File: src/rtl/pc_branch_sequencer.sv
// 6502 program-counter stage: load / increment / relative branch, with an extra
// PCH fix-up cycle when a branch lands on a different page.
module pc_branch_sequencer #(
    parameter logic [15:0] RESET_PC = 16'hFFFC
) (
    input  logic        clk,
    input  logic        rst,
    input  logic        pcLoad_EN,
    input  logic [15:0] pcLoad_IN,
    input  logic        pcInc_EN,
    input  logic        branch_EN,
    input  logic [7:0]  branchOffset_IN,
    output logic [15:0] pc_OUT,
    output logic        pcLowCarry_OUT,
    output logic        busy_OUT,
    output logic        pageCross_OUT
);

    typedef enum logic {IDLE, FIX} state_t;

    state_t      state;
    logic        dir_up;
    logic [8:0]  br_sum;
    logic        br_cross;

    // Carry out of PCL decides crossing; its meaning flips with the offset sign.
    always_comb begin
        br_sum   = {1'b0, pc_OUT[7:0]} + {1'b0, branchOffset_IN};
        br_cross = branchOffset_IN[7] ? ~br_sum[8] : br_sum[8];
    end

    assign pcLowCarry_OUT = pcInc_EN && (state == IDLE) && (pc_OUT[7:0] == 8'hFF);

    always_ff @(posedge clk) begin
        if (rst) begin
            state         <= IDLE;
            pc_OUT        <= RESET_PC;
            busy_OUT      <= 1'b0;
            pageCross_OUT <= 1'b0;
            dir_up        <= 1'b1;
        end else begin
            case (state)
                IDLE: begin
                    if (pcLoad_EN) begin
                        pc_OUT <= pcLoad_IN;
                    end else if (branch_EN) begin
                        pc_OUT[7:0] <= br_sum[7:0];
                        if (br_cross) begin
                            dir_up        <= ~branchOffset_IN[7];
                            state         <= FIX;
                            busy_OUT      <= 1'b1;
                            pageCross_OUT <= 1'b1;
                        end
                    end else if (pcInc_EN) begin
                        pc_OUT <= pc_OUT + 16'd1;
                    end
                end
                FIX: begin
                    // Commands are dropped here; the requester holds them until busy falls.
                    pc_OUT[15:8]  <= dir_up ? pc_OUT[15:8] + 8'd1 : pc_OUT[15:8] - 8'd1;
                    state         <= IDLE;
                    busy_OUT      <= 1'b0;
                    pageCross_OUT <= 1'b0;
                end
                default: state <= IDLE;
            endcase
        end
    end

endmodule

File: config.mk
export PLATFORM = sky130hd
export DESIGN_NAME = pc_branch_sequencer
export DESIGN_NICKNAME = d
export VERILOG_FILES = /design/src/rtl/pc_branch_sequencer.sv
export SDC_FILE = /design/constraint.sdc
export NUM_CORES = 1
export LEC_CHECK = 0
export BUFFER_PORTS_ARGS = -buffer_cell sky130_fd_sc_hd__buf_2
export CORE_MARGIN = 2
export CORE_UTILIZATION = 44
export DETAILED_ROUTE_END_ITERATION = 16
export GPL_TIMING_DRIVEN = 0
export HOLD_SLACK_MARGIN = 0.06
export PLACE_DENSITY = 0.81
export SLEW_MARGIN = 20
export SYNTH_ARGS = -nofsm -noshare
export SYNTH_HDL_FRONTEND = slang
export SYNTH_SLANG_ARGS = --single-unit
export TNS_END_PERCENT = 5
File: constraint.sdc
create_clock -name clk -period 2.1 [get_ports clk]
set_clock_uncertainty 0.1 [all_clocks]
set_input_delay 0.105 -clock clk [delete_from_list [all_inputs] [get_ports clk]]
set_output_delay 0.105 -clock clk [all_outputs]
set_load 0.01 [all_outputs]
After elaboration in Yosys (flattened, before gate mapping)
Index checks and enable logic that the tools add are counted.
{"block": "op_classes", "add_sub_neg": 4, "n_eq_ne": 6, "mux": 15, "n_bitwise": 4, "n_reduce_logical": 7}
{"op": "two-way mux 16 bit", "count": 2}
{"op": "two-way mux 8 bit", "count": 3}
{"op": "adder 16 x 1 -> 16 bit, second input constant", "count": 1}
{"op": "case mux 8 bit (2 select lines)", "count": 1}
{"op": "adder 8 x 8 -> 9 bit", "count": 1}
{"op": "adder 8 x 1 -> 8 bit, second input constant", "count": 1}
{"op": "== test 8 bit, second input constant", "count": 1}
{"op": "subtractor 8 x 1 -> 8 bit, second input constant", "count": 1}
{"op": "two-way mux 1 bit", "count": 7}
{"op": "!= test 2 bit, second input constant", "count": 3}
{"op": "!= test 3 bit, second input constant", "count": 2}
{"op": "inverter 1 bit", "count": 4}
{"op": "case mux 1 bit (2 select lines)", "count": 2}
{"op": "AND reduction 2 bit", "count": 2}
{"op": "AND reduction 4 bit", "count": 1}
{"op": "AND reduction 3 bit", "count": 1}
{"op": "nonzero test 3 bit", "count": 1}
{"op": "logical AND 1 bit", "count": 2}
{"block": "totals", "register_bits": 19, "inputBits": 29, "out_inout_bits": 19, "wordCells": 41}

Logic depth before layout (Yosys ltp)
Gate-level depths: netlist (run 1).
{"block": "logic_depth", "depth_word": 7, "depth_mapped": 7, "mapped_depth_nobuf": 7}

Least setup slack after synthesis (run 1)
OpenSTA, ideal clock, no wires.
{"block": "synth_path", "path_type": "register to register", "from": "register pc_OUT[1]", "to": "register pc_OUT[14]", "setup_ps": 58, "arrival_time_ps": 2116, "required_time_ps": 1942, "path_slack_ps": -174, "path_stages_with_launch": 7, "n_path_buf": 0, "synth_period_minus_slack_ps": 2274, "cell_sequence": "dfxtp_1 > ha_1 > nand2_1 > or4_4 > or3_1 > a311oi_1 > a211o_1"}
{"block": "synth_via", "elab_chain_cells": 5}
{"item": "start, declared", "line_no": "13", "text": "output logic [15:0] pc_OUT,"}
{"item": "start signal, assigned", "line_no": "45", "text": "pc_OUT <= pcLoad_IN;"}
{"item": "start signal, assigned", "line_no": "47", "text": "pc_OUT[7:0] <= br_sum[7:0];"}
{"item": "start signal, assigned", "line_no": "55", "text": "pc_OUT <= pc_OUT + 16'd1;"}
{"item": "adder 16 x 1 -> 16 bit", "line_no": "55"}
{"item": "two-way mux 16 bit", "line_no": "54", "text": "end else if (pcInc_EN) begin"}
{"item": "two-way mux 8 bit", "line_no": "46", "text": "end else if (branch_EN) begin"}
{"item": "two-way mux 16 bit", "line_no": "44", "text": "if (pcLoad_EN) begin"}
{"item": "case mux 8 bit (2 select lines)", "line_no": "42", "text": "case (state)"}
Every way passes these cells. The select of a mux whose other input is x is not followed.
A chain may end at the register's enable or synchronous reset.

Worst setup path in the final report (run 1)
{"block": "layout_path", "from": "register pc_OUT[0]", "to": "register pc_OUT[14]"}
Same word-level chain as after synthesis.

==> impl_results.md, run 1 <==
* Status: complete, no violations
* Final worst setup slack at 0.00701 ns
* Yosys warning count at 0
* # placed instances at 342
* Hold WC Path Type: in -> reg
* Final core utilization at 61.1%
* First-pass GRT wire length at 9.40 mm
* P_leak at roughly 1 nW
* Die X at 69.6 µm
* Final WL at 5.81 mm
* CP max FO at 5
* Syn avg cell area at 7.69 µm²
* I/O pin count at 48
* CP top delay family: simple AND/OR/NAND/NOR gates
* Most instantiated cells after synthesis: 19 x a21oi_1, 19 x dfxtp_1, 19 x nand2_1, 19 x o21ai_0
* Initial antenna violation count at 0
* Synth Register Bits at 19
* CTS HTree Levels at 1
* Clock buffer depth at 2
* Max stage delay on crit path at 0.56 ns
* Yosys cell types at 46
* CTS Buf Count at 3
* Drt drc at 0
* Final worst path period share at 99.7%
* 1st-pass router iterations at 5
* Post-synth net total at 292
* Sequential share of the synthesized area at between 20% and 30%
* N_diodes at 0
* Die area at 4840 µm²
* RSZ-0062 raised after global routing: true
* Bufs and invs on worst path at 0
* Worst Tran Pin Value at 0.583 ns
* Antenna violation net count after detailed routing at 0
* Fmax at 478 MHz
* Ranking of synthesized cells by area: dfxtp_1 20%, ha_1 9.9%, a21oi_1 5.0%
* GRT Overall Usage at 23.5%
* Fin nets at 352
* Number of flops mapped to enable cells by yosys at 0
* Layout area overhead at 31.0%
* Power Density at 599 nW/µm²
* VDD IR max at 0.000277 V
* DR WL/cell at 16.4 µm
* Synth async-reset ratio at 0%
* Violation count after the first detailed-route iteration at 225
* Root Driver: clkbuf_8
* Initial Util at 46.6%
* Fin. max-slew vios at 0
* WP data arrival at between 2 and 2.5 ns
* Routability cong. at 0.920
* Cell taking the most area after synthesis: dfxtp_1
* Endpoints failing setup at 0
* Grt total ovfl at 0
* Worst hold slack at 0.0611 ns
* IO Port Bufs at 46
* Share of cells above drive strength 1 at 30.5%
* Slew Limit Headroom at 61.1%
* CP max stage cell: or4_4
* Setup crit end kind: flop
* Final cell count without fillers at 355
* Top_reg_cell synth: dfxtp_1
* Via/cell ratio at 6.17
* Core Area at 4060 µm²
* Critical-path cell list: ha_4 > nand2_2 > or4_4 > or3_1 > a311oi_1 > a211o_1
* Total clock sinks at 19
* Critical Setup Path Class: reg -> reg
* Row count at 23
* Top cell type's share of synthesized area at 20.1%
* Clk pin slew, worst setup/hold paths at ~0.080 ns
* Setup WS pre-CTS at -0.378 ns
* # Max-Cap Violations at 0
* Detail Placement HPWL at roughly 4.1 mm
* Post-Syn Instances at 246
* CTS tree: yes
* Vias post-DR at 2192
* Crit path time final at 2.09 ns
* Filler Cells Inserted at 380
* Die H at 69.6 µm
* Vias in the first global route at between 2000 and 2500
* Worst-Skew Late Latency at 0.26 ns
* WP data required at 2.20 ns
* Synth Cell Area at 1890 µm²
* Fin. Hold Viols at 0
* CP Launch Type: flop
* Pin count of the biggest net entering global routing at 12
==> worst register-to-register path: stages (launching register included) <==
cell and delay (ns):
dfxtp_4 0.40, ha_4 0.17, nand2_2 0.07, or4_4 0.56, or3_1 0.32, a311oi_1 0.28, a211o_1 0.14
==> layer usage <==
metal,global-route usage (%),wire length (µm),vias to the layer above
li1,-,-,1058
met1,32.7,2490,1014
met2,37.2,2720,108
met3,3.34,502,12
met4,7.84,101,0
met5,0,0,-
==> through the flow <==
stage	power, W	setup TNS, ns	instance area, µm²
CTS	0.00142	-0.0241	2390
global placement	0.00109	-0.932	2200
finish	0.00148	0	2480
detailed placement	0.00111	-1.17	2200
global route	0.00158	-0.352	2480
floorplan	0.000933	-0.0289	1910
==> where the power goes <==
| group | internal, W | switching (W) | leakage [nW] | total (W) |
|---|---|---|---|---|
| clock | 0.000132 | 0.000129 | 0.0255 | 0.000261 |
| sequential | 0.000401 | 0.0000746 | 0.158 | 0.000476 |
| combinational | 0.000356 | 0.000391 | 0.836 | 0.000747 |
==> cell families (layout without fill, tap and decap cells) <==
family          count (synthesis)  after routing  synth area share, %
fa+ha+maj                      17             17                 12.0
flops                          19             19                 20.1
xor+xnor                       15             15                 6.94
compound gates                 92             92                 32.4
buf+inv                        20             79                 4.56
mux                             5              5                 2.71
simple gates                   78             78                 21.2
==> cell type report <==
| cell class | count | area [µm²] | area share (%) |
|---|---|---|---|
| Multi-Input combinational cell | 207 | 1570 | 63.1 |
| Inverter | 8 | 32.5 | 1.31 |
| Timing Repair Buffer | 55 | 309 | 12.5 |
| Tap cell | 50 | 62.6 | 2.52 |
| Clock buffer | 3 | 41.3 | 1.67 |
| Clock inverter | 1 | 5.00 | 0.202 |
| Sequential cell | 19 | 407 | 16.4 |
| Buffer | 12 | 56.3 | 2.27 |
==> cells in the final DEF, fill, tap and decap left out, types with 5 or more instances in the layout <==
cell,synthesis,final
nand3_1,10,10
clkbuf_1,10,10
inv_1,7,6
or3_1,5,5
o211ai_1,6,6
buf_2,0,46
xnor2_1,9,7
dfxtp_4,0,6
nand2_1,19,18
nor2_1,15,15
xor2_1,6,6
o21a_1,7,7
buf_4,1,6
a211oi_1,10,6
nor3_1,8,8
ha_1,15,11
dfxtp_1,19,10
a21oi_1,19,19
and3_1,6,6
o21ai_0,19,14
a21o_1,5,5
==> registers in the layout (all words and copies together) (netlist names) <==
name           flops
pageCross_OUT      1
pc_OUT            16
dir_up             1
state              1
==> worst paths after layout <==
check / from / to / slack, ns / cells after the start
setup / recovery: pc_OUT[0] / pc_OUT[14] / 0.007 / 6
hold / removal: pcLoad_IN[9] / pc_OUT[9] / 0.06 / 3
setup reg to reg: pc_OUT[0] / pc_OUT[14] / 0.007 / 6
hold reg to reg: pageCross_OUT / pageCross_OUT / 0.39 / 2
==> what timing repair did <==
| action | CTS | global route |
|---|---|---|
| resized for setup | 22 | 16 |
| hold buffers | 3 | 0 |
| setup buffers | 4 | 2 |
| pin swaps | 10 | 12 |
| gates cloned | 0 | 0 |
| hold endpoints to repair | 3 | 0 |
| setup endpoints to repair | 9 | 8 |
No activity file was read; power rests on OpenSTA's default activity.
==> inputs of run 2 (changes only) <==
--- a/config.mk
+++ b/config.mk
@@ -7,11 +7,12 @@
 export LEC_CHECK = 0
 export BUFFER_PORTS_ARGS = -buffer_cell sky130_fd_sc_hd__buf_2
 export CORE_MARGIN = 2
-export CORE_UTILIZATION = 44
+export CORE_UTILIZATION = 35
 export DETAILED_ROUTE_END_ITERATION = 16
 export GPL_TIMING_DRIVEN = 0
 export HOLD_SLACK_MARGIN = 0.06
-export PLACE_DENSITY = 0.81
+export PLACE_DENSITY = 0.69
+export SKIP_LAST_GASP = 1
 export SLEW_MARGIN = 20
 export SYNTH_ARGS = -nofsm -noshare
 export SYNTH_HDL_FRONTEND = slang
==> constraint.sdc (replaced) <==
create_clock -name clk -period 2.1 [get_ports clk]
set_clock_uncertainty 0.1 [all_clocks]
set_input_delay 0.105 -clock clk [delete_from_list [all_inputs] [get_ports clk]]
set_output_delay 0.105 -clock clk [all_outputs]
set_load 0.005 [all_outputs]
==> impl_results.md, run 2 (synthesized netlist as in run 1, its figures left out) <==
* Status: complete, but fails checks (was complete, no violations)
* Failing checks: setup timing
* Most frequent cells in the layout: 46 x buf_2, 19 x nand2_1, 19 x a21oi_1, 15 x nor2_1, 15 x o21ai_0 (was 46 x buf_2, 19 x a21oi_1, 18 x nand2_1, 15 x nor2_1, 14 x o21ai_0)
* Die X at 77.5 µm (was 69.6 µm)
* Met3 Resource Use GR at 1.98% (was 3.34%)
* Setup WS pre-CTS at -0.348 ns (was -0.378 ns)
* Grt peak-use layer: met2 (unchanged)
* Final worst path period share at 101% (was 99.7%)
* Max stage delay on crit path at 0.36 ns (was 0.56 ns)
* Vias in the first global route at 1974 (was 2012)
* DR WL/cell at 15.1 µm (was 16.4 µm)
* Worst-Skew Late Latency at 0.27 ns (was 0.26 ns)
* Final worst setup slack at -0.0146 ns (was 0.00701 ns)
* Initial Util at 36.6% (was 46.6%)
* P_leak at 1.03 nW (was 1.02 nW)
* Hold WC Path Type: in -> reg (unchanged)
* Share of cells above drive strength 1 at 30.7% (was 30.5%)
* Die area at 6010 µm² (was 4840 µm²)
* # Max-Cap Violations at 0 (unchanged)
* Setup crit end kind: flop (unchanged)
* WP data arrival at 2.18 ns (was 2.19 ns)
* Largest Register: pc_OUT (unchanged)
* Layout area overhead at 33.4% (was 31.0%)
* Power Density at 585 nW/µm² (was 599 nW/µm²)
* Crit path time final at 2.11 ns (was 2.09 ns)
* Initial antenna violation count at 0 (unchanged)
* Antenna violation net count after detailed routing at 0 (unchanged)
* First-pass GRT wire length at 9.56 mm (was 9.40 mm)
* Fin nets at 356 (was 352)
* 1st-pass router iterations at 4 (was 5)
* Via/cell ratio at 5.70 (was 6.17)
* Critical Setup Path Class: reg -> reg (unchanged)
* CP Launch Type: flop (unchanged)
* N_diodes at 0 (unchanged)
* Max reg flops at 16 (unchanged)
* Fin. Hold Viols at 0 (unchanged)
* CTS Buf Count at 3 (unchanged)
* Fin. max-slew vios at 0 (unchanged)
* Violation count after the first detailed-route iteration at 177 (was 225)
* GR Util met2 at 29.7% (was 37.2%)
* Routing usage on met1 at 28.5% (was 32.7%)
* Fmax at 473 MHz (was 478 MHz)
* CP max stage cell: dfxtp_4 (was or4_4)
* Drt drc at 0 (unchanged)
* Row count at 26 (was 23)
* VDD IR max at 0.000238 V (was 0.000277 V)
* Setup TNS at -0.0146 ns (was 0 ns)
* Final WL at 5.74 mm (was 5.81 mm)
* Pin count of the biggest net entering global routing at 12 (unchanged)
* Grt total ovfl at 0 (unchanged)
* Vias post-DR at 2159 (was 2192)
* Commonest non-fill, non-tap cell in the layout: buf_2 (unchanged)
* CP max FO at 6 (was 5)
* RSZ-0062 raised after global routing: true (unchanged)
* Critical-path cell list: buf_4 > ha_1 > a211oi_1 > o21bai_1 > a211oi_1 > o221ai_1 > a221o_1 (was ha_4 > nand2_2 > or4_4 > or3_1 > a311oi_1 > a211o_1)
* Clock buffer depth at 2 (unchanged)
* Detail Placement HPWL at 4.21 mm (was 4.13 mm)
* GRT Overall Usage at 19.6% (was 23.5%)
* Cell mode on critical path: a211oi_1
* Die H at 77.5 µm (was 69.6 µm)
* Clk pin slew, worst setup/hold paths at 0.08 ns (about the same)
* Root Driver: clkbuf_8 (unchanged)
* CTS tree: yes (unchanged)
* WP data required at 2.16 ns (was 2.20 ns)
* IO Port Bufs at 46 (unchanged)
* Slew Limit Headroom at 59.9% (was 61.1%)
* Worst Tran Pin Value at 0.602 ns (was 0.583 ns)
* Endpoints failing setup at 1 (was 0)
* CTS HTree Levels at 1 (unchanged)
* Core Area at 5170 µm² (was 4060 µm²)
* Routability cong. at 0.880 (was 0.920)
* Total clock sinks at 19 (unchanged)
* I/O pin count at 48 (unchanged)
run 2: changes by cell type in the layout (fill, tap and decap cells not counted), moves of 2 or more:
cell,previous run,this run
dfxtp_4,6,8
buf_4,6,11
a211oi_2,4,1
a211oi_1,6,8
run 2: path summary, 6_finish.rpt:
check | startpoint | to | slack (ns) | cells past startpoint
max reg2reg | pc_OUT[1] | pc_OUT[5] | -0.01 | 7
min reg2reg | pageCross_OUT | pageCross_OUT | 0.38 | 2
max | pc_OUT[1] | pc_OUT[5] | -0.01 | 7
min | pcLoad_IN[8] | pc_OUT[8] | 0.06 | 4
run 2: per-layer routing:
layer	vias up	wire length (µm)
met3	11	330
met5	-	0
met4	0	112
met1	1002	2680
li1	1062	-
met2	84	2620
run 2: power breakdown:
| part | internal (W) | leakage (nW) | switching (W) | total [W] |
|---|---|---|---|---|
| combinational | 0.000359 | 0.846 | 0.000379 | 0.000738 |
| sequential | 0.000401 | 0.159 | 0.0000672 | 0.000469 |
| clock | 0.000133 | 0.0255 | 0.000138 | 0.000270 |
| total | 0.000893 | 1.03 | 0.000584 | 0.00148 |
run 2: final cells by class:
type | instances | area [µm²]
inverter | 8 | 35.0
clock buffer | 3 | 41.3
buffer | 12 | 56.3
timing repair buffer | 59 | 335
sequential | 19 | 413
clock inverter | 1 | 5.00
tap | 70 | 87.6
fill | 506 | 2650
multi-input combinational | 207 | 1550
run 2: worst max-delay path: cells and delay by family (launching register included):
family	cells	cell delay, ns
AOI/OAI and AO/OA	5	1.10
adders and majority gates	1	0.29
buffers and inverters	1	0.17
DFF	1	0.36
run 2: timing repair:
action / in CTS / in global routing
setup endpoints to repair: 8 / 8
endpoints found under the hold margin: 3 / 0
hold buffers: 3 / 0
setup buffers: 6 / 4
pin swaps: 7 / 10
resized for setup: 25 / 15
run 2: through the flow:
stage | power, W | cell area, µm² | util [%] | hold slack, ns | std cells
final | 0.00148 | 2520 | 48.8 | 0.0584 | 379
after global routing | 0.00158 | 2520 | 48.8 | 0.0899 | 379
after CTS | 0.00143 | 2430 | 46.9 | 0.0603 | 375
after detailed placement | 0.00109 | 2210 | 42.8 | 0.316 | 362
after global placement | 0.00108 | 2210 | 42.8 | 0.304 | 362
after floorplan | 0.000914 | 1900 | - | 0.182 | 246
